File: src/rtl/derandomizer_deframer.sv
`default_nettype none
// ============================================================================
// Module   : derandomizer_deframer
// Purpose  : Strips the 1 + x^14 + x^15 PRBS from a randomized serial stream
//            and packs the recovered bits, MSB first, into BLOCK_BITS-wide
//            blocks handed out through a one-deep valid/ready buffer.
// Revision : 1.0 - initial release
// ============================================================================
module derandomizer_deframer #(
  parameter int BLOCK_BITS       = 96,
  parameter bit RESEED_PER_BLOCK = 1'b1
) (
  input  logic                  clk,
  input  logic                  reset,      // asynchronous, active low
  input  logic [14:0]           seed,
  input  logic                  in_bit,
  input  logic                  in_sof,
  input  logic                  in_valid,
  output logic                  in_ready,
  output logic [BLOCK_BITS-1:0] blk_data,
  output logic                  blk_valid,
  input  logic                  blk_ready,
  output logic                  sync_err
);

  localparam int                CNT_W    = $clog2(BLOCK_BITS);
  localparam logic [CNT_W-1:0]  CNT_LAST = CNT_W'(BLOCK_BITS - 1);
  localparam logic [CNT_W-1:0]  CNT_ONE  = CNT_W'(1);

  typedef enum logic [1:0] {
    ST_IDLE = 2'd0,   // waiting for the first start-of-frame
    ST_RUN  = 2'd1,   // collecting bits of a block
    ST_FULL = 2'd2    // a finished block waits in sh for the buffer
  } state_t;

  state_t                  state;
  state_t                  state_nxt;

  logic [14:0]             lfsr;
  logic [BLOCK_BITS-1:0]   sh;
  logic [CNT_W-1:0]        cnt;

  // Handshake and per-bit control terms
  logic                    accept;      // bit transferred this edge
  logic                    take;        // accepted bit enters the block
  logic                    reload;      // LFSR restarts from seed on this bit
  logic                    resync;      // start-of-frame inside a partial block
  logic                    last;        // accepted bit completes a block
  logic                    drain;       // consumer takes the buffered block
  logic                    buf_free;    // buffer can take a block this edge
  logic                    load_new;    // completed block goes straight to buffer
  logic                    load_held;   // block parked in sh moves to buffer

  // Descrambler datapath
  logic [14:0]             lfsr_src;
  logic                    fb;
  logic                    d;
  logic [BLOCK_BITS-1:0]   full_block;

  // The input side stalls only while a completed block is parked in sh.
  assign in_ready = (state != ST_FULL);

  assign accept   = in_valid & in_ready;
  // In IDLE only a start-of-frame bit is meaningful; everything else is noise.
  assign take     = accept & ((state == ST_RUN) | in_sof);
  assign reload   = take & (in_sof | (RESEED_PER_BLOCK & (cnt == '0)));
  // A start-of-frame at cnt 0 is just an aligned reload, not a framing error.
  assign resync   = accept & in_sof & (state == ST_RUN) & (cnt != '0);
  assign last     = take & ~in_sof & (state == ST_RUN) & (cnt == CNT_LAST);

  assign drain    = blk_valid & blk_ready;
  assign buf_free = ~blk_valid | blk_ready;
  assign load_new = last & buf_free;
  assign load_held = (state == ST_FULL) & drain;

  // On a reload the keystream bit is generated from the seed itself, so the
  // very first bit of the frame is already descrambled correctly.
  assign lfsr_src   = reload ? seed : lfsr;
  assign fb         = lfsr_src[1] ^ lfsr_src[0];
  assign d          = in_bit ^ fb;
  assign full_block = {sh[BLOCK_BITS-2:0], d};

  // State register
  always_ff @(posedge clk or negedge reset) begin
    if (!reset) begin
      state <= ST_IDLE;
    end else begin
      state <= state_nxt;
    end
  end

  // Next-state decode
  always_comb begin
    state_nxt = state;
    case (state)
      ST_IDLE: begin
        if (take) begin
          state_nxt = ST_RUN;
        end
      end
      ST_RUN: begin
        if (last && !buf_free) begin
          state_nxt = ST_FULL;
        end
      end
      ST_FULL: begin
        if (drain) begin
          state_nxt = ST_RUN;
        end
      end
      default: begin
        state_nxt = ST_IDLE;
      end
    endcase
  end

  // LFSR advance, bit packing and position counter; all frozen without a take
  always_ff @(posedge clk or negedge reset) begin
    if (!reset) begin
      lfsr <= '0;
      sh   <= '0;
      cnt  <= '0;
    end else begin
      if (take) begin
        lfsr <= {fb, lfsr_src[14:1]};
        sh   <= full_block;
        if (in_sof) begin
          // The start-of-frame bit is bit 0 of a new block; older bits in sh
          // are shifted out before they can ever be delivered.
          cnt <= CNT_ONE;
        end else if (cnt == CNT_LAST) begin
          cnt <= '0;
        end else begin
          cnt <= cnt + CNT_ONE;
        end
      end else if (load_held) begin
        cnt <= '0;
      end
    end
  end

  // One-deep output buffer
  always_ff @(posedge clk or negedge reset) begin
    if (!reset) begin
      blk_data  <= '0;
      blk_valid <= 1'b0;
    end else begin
      if (load_new) begin
        blk_data  <= full_block;
        blk_valid <= 1'b1;
      end else if (load_held) begin
        blk_data  <= sh;
        blk_valid <= 1'b1;
      end else if (drain) begin
        blk_valid <= 1'b0;
      end
    end
  end

  // Registered single-cycle framing error flag
  always_ff @(posedge clk or negedge reset) begin
    if (!reset) begin
      sync_err <= 1'b0;
    end else begin
      sync_err <= resync;
    end
  end

endmodule
`default_nettype wire

File: config.mk
export PLATFORM = sky130hd
export DESIGN_NAME = derandomizer_deframer
export DESIGN_NICKNAME = d
export VERILOG_FILES = /design/src/rtl/derandomizer_deframer.sv
export SDC_FILE = /design/constraint.sdc
export NUM_CORES = 1
export LEC_CHECK = 0
export BUFFER_PORTS_ARGS = -buffer_cell sky130_fd_sc_hd__buf_2
export CAP_MARGIN = 0
export CORE_UTILIZATION = 45
export DETAILED_ROUTE_END_ITERATION = 8
export PLACE_DENSITY = 0.63
export RECOVER_POWER = 100
export SLEW_MARGIN = 10
export SYNTH_ARGS = -nofsm -noshare
export SYNTH_HDL_FRONTEND = slang
export SYNTH_SLANG_ARGS = --single-unit
export TNS_END_PERCENT = 20
File: constraint.sdc
create_clock -name clk -period 4.5 [get_ports clk]
set_clock_uncertainty 0.15 [all_clocks]
set_input_delay 0.45 -clock clk [delete_from_list [all_inputs] [get_ports clk]]
set_output_delay 0.45 -clock clk [all_outputs]
set_load 0.1 [all_outputs]
==> impl_metrics.csv <==
group,metric,value,unit
status,outcome,"finished, violations left",
status,violations,"max-capacitance violations, max-slew violations",
setup_path,rrSetupSlack,1080,ps
job,max_cap_viol_count,4,
placed_design,globalplace.congestion,0.739,
timing,rsz0062_at_grt,"false",
synth,ys_seq_elements,218,
power_and_ir_drop,powerDensity,401,nW/um^2
power_and_ir_drop,peakVddDrop,0.000234,V
route,ant_nets,0,
timing,setup_viol,0,
grt,grt_pass1_wl,32300,um
cts,cts_buffers,23,
route,post_drt_via_cell_ratio,5.07,
timing,relSlewSlack,-35.1,%
floorplan,start_util,46.0,%
final_layout,regArea,5460,sq um
timing,finalMaxSlewViolations,184,
route,wl_per_cell,14.3,um
grt,grt_max_degree,132,
cts,clock_path_buffers,3,
cts,cts_sinks,218,
cts,ctsHtreeMaxLevel,1,
synth,seq_area_frac_synth,60.8,%
final_layout,area.growth.synth_to_final,15.2,%
synth,synthTopCellsByArea,"dfrtp_1, nand2_1, a22oi_1",
setup_path,crit_path_max_fanout,97,
floorplan,die_y,143,um
power_and_ir_drop,p_switching,971,uW
timing,worst_pin_slew,2030,ps
route,drt-initial-drc-count,392,
timing,timing.setup.tns,0,ps
final_layout,diodes,0,
floorplan,core-area,19500,sq um
timing,period_share,76.1,%
final_layout,layout_common_cells,"nand2_1, dfrtp_1, clkbuf_1, a22oi_1, clkbuf_16",
final_layout,drive_gt1_share,5.94,%
route,vias,6801,
synth,syn-cell-area,8970,sq um
setup_path,critPathKind,"reg -> reg",
power_and_ir_drop,power_frac_seq,51.1,%
route,drc,0,
cts,clock_latency,500,ps
timing,holdWs,78.5,ps
timing,hold_viol,0,
grt,grt_overflow,0,
setup_path,end_kind,"flop",
cts,root_buffer,"clkbuf_16",
power_and_ir_drop,p_comb_share,5.3,%
floorplan,design.portCount,120,
synth,synth_top_area_share,60.8,%
final_layout,nets,1085,
setup_path,cp.arrival,3710,ps
timing,fmax,292,MHz
final_layout,final.fill_count,1879,
grt,grt_pass1_vias,6488,
power_and_ir_drop,p_leak,5.48,nW
setup_path,worstPathRequired,4790,ps
cts,clk_pin_slew_worst_paths,60,ps
power_and_ir_drop,pwr-share-clk,43.7,%
synth,syn_area_per_cell,9.26,sq um
timing,fin_crit,3420,ps
power_and_ir_drop,p_sw_share,23.4,%
route,dr.pass1.iters,5,
cts,cts_tree,"yes",
placed_design,hpwl,11000,um
power_and_ir_drop,p_int,3.18,mW
grt,grt.total_usage,19.5,%
synth,syn_inst,969,
floorplan,dieArea,20500,sq um
floorplan,die_x,143,um
floorplan,placementRows,51,
route,totalWireLength,19300,um
final_layout,layout_commonest_cell,"nand2_1",
placed_design,portBuffers,119,
worst_hold_path,worstHoldPathType,"in -> reg",
synth,synth_cell_types,40,
synth,yosys_warnings,0,
final_layout,multiInputGateArea,3250,sq um
synth,synth_largest_area_cell,"dfrtp_1",
grt,antenna_found_initial,0,
synth,syn_nets,992,
setup_path,cp-start-kind,"flop",
[stage by stage]
stage / cells / worst slack (ps) / area (sq um) / total power [mW] / util (%)
after CTS: 1342 / 1650 / 10500 / 4.20 / 53.7
after floorplan: 969 / 1880 / 8970 / 2.28 / -
final: 1342 / 1080 / 10300 / 4.15 / 52.9
after detailed placement: 1301 / 1560 / 9770 / 2.38 / 50.0
after global routing: 1342 / 762 / 10300 / 4.32 / 52.9
after global placement: 1301 / 1560 / 9770 / 2.37 / 50.0
[Yosys cell counts]
| cell | n |
|---|---|
| xor2_1 | 3 |
| nor2_1 | 10 |
| o211ai_1 | 3 |
| a21boi_0 | 1 |
| xnor2_1 | 3 |
| a211oi_1 | 2 |
| nor2_2 | 1 |
| o31ai_1 | 1 |
| nand3_1 | 3 |
| dfrtp_1 | 218 |
| mux2i_1 | 15 |
| o21ba_2 | 1 |
| nand2_1 | 495 |
| buf_1 | 2 |
| nand2b_1 | 3 |
| buf_4 | 3 |
| mux2_2 | 1 |
| and3_1 | 1 |
| nand4_1 | 1 |
| and2_1 | 1 |
| o41ai_1 | 1 |
| nand4b_1 | 1 |
| nand4bb_1 | 1 |
| a221oi_1 | 1 |
| o21a_1 | 2 |
| nor4_4 | 1 |
| a22oi_1 | 95 |
| clkbuf_1 | 44 |
| inv_1 | 6 |
| buf_2 | 12 |
| nor2b_1 | 3 |
| ha_1 | 2 |
| a21oi_1 | 4 |
| and4_1 | 1 |
| o2111ai_1 | 1 |
| o21ai_1 | 1 |
| a21o_1 | 2 |
| or4_1 | 1 |
| o21ai_0 | 21 |
| o311ai_0 | 1 |
[final timing paths]
kind,start,endpoint,depth (start not counted)
worst max-delay path,state[1]$_DFFE_PN0P_,blk_data[38]$_DFFE_PN0P_,5
worst min-delay path,seed[8],lfsr[7]$_DFFE_PN0P_,3
worst max register to register,state[1]$_DFFE_PN0P_,blk_data[38]$_DFFE_PN0P_,5
worst min register to register,blk_data[5]$_DFFE_PN0P_,blk_data[5]$_DFFE_PN0P_,2
max in group asynchronous,reset,cnt[2]$_DFFE_PN0P_,3
min in group asynchronous,reset,lfsr[0]$_DFFE_PN0P_,2
[sequential cells by signal (all words and copies together) (netlist names)]
signal,count
blk_data,96
blk_valid,1
cnt,7
lfsr,15
sh,96
state,2
sync_err,1
[cell families after synthesis]
logic type	after synthesis	share of synthesized area [%]
buf+inv	67	3.10
simple gates	523	22.6
fa+ha+maj	2	0.279
flops	218	60.8
xor+xnor	6	0.586
compound gates	137	10.8
mux	16	1.80
[timing repair]
| item | 4_1_cts | 5_1_grt |
|---|---|---|
| hold buffers | 1 | 0 |
| buffers inserted | 0 | 0 |
| endpoints found under the hold margin | 128 | 0 |
| gates resized for setup | 0 | 0 |
[final cells by class]
class / count / share of cell area [%]
tap: 265 / 3.21
clock buffer: 33 / 6.32
inverter: 6 / 0.218
sequential: 218 / 52.8
clock inverter: 7 / 0.617
timing repair buffer: 129 / 5.38
multi-input combinational: 684 / 31.5
[per-layer routing]
layer | up-vias | track usage, % | part of all wire [%]
met4 | 0 | 5.77 | 2.0
met2 | 137 | 29.4 | 45
li1 | 3355 | - | -
met3 | 32 | 3.19 | 4.3
met1 | 3277 | 28.9 | 49
met5 | - | 0 | 0
[power groups by stage]
stage / Combinational (mW) / Sequential (mW) / Clock [mW]
after global placement: 0.220 / 2.15 / 0
after CTS: 0.227 / 2.12 / 1.86
final: 0.218 / 2.12 / 1.81
after detailed placement: 0.225 / 2.15 / 0
after floorplan: 0.138 / 2.14 / 0
after global routing: 0.257 / 2.13 / 1.93
[worst max-delay path, cell delays in order, from the launching register on]
cell and delay, ps:
dfrtp_1 440, nand4bb_1 400, nor4_4 370, clkbuf_2 1510, a22oi_1 280, nand2_1 150
Note: power is estimated with default switching activity, not from simulation.
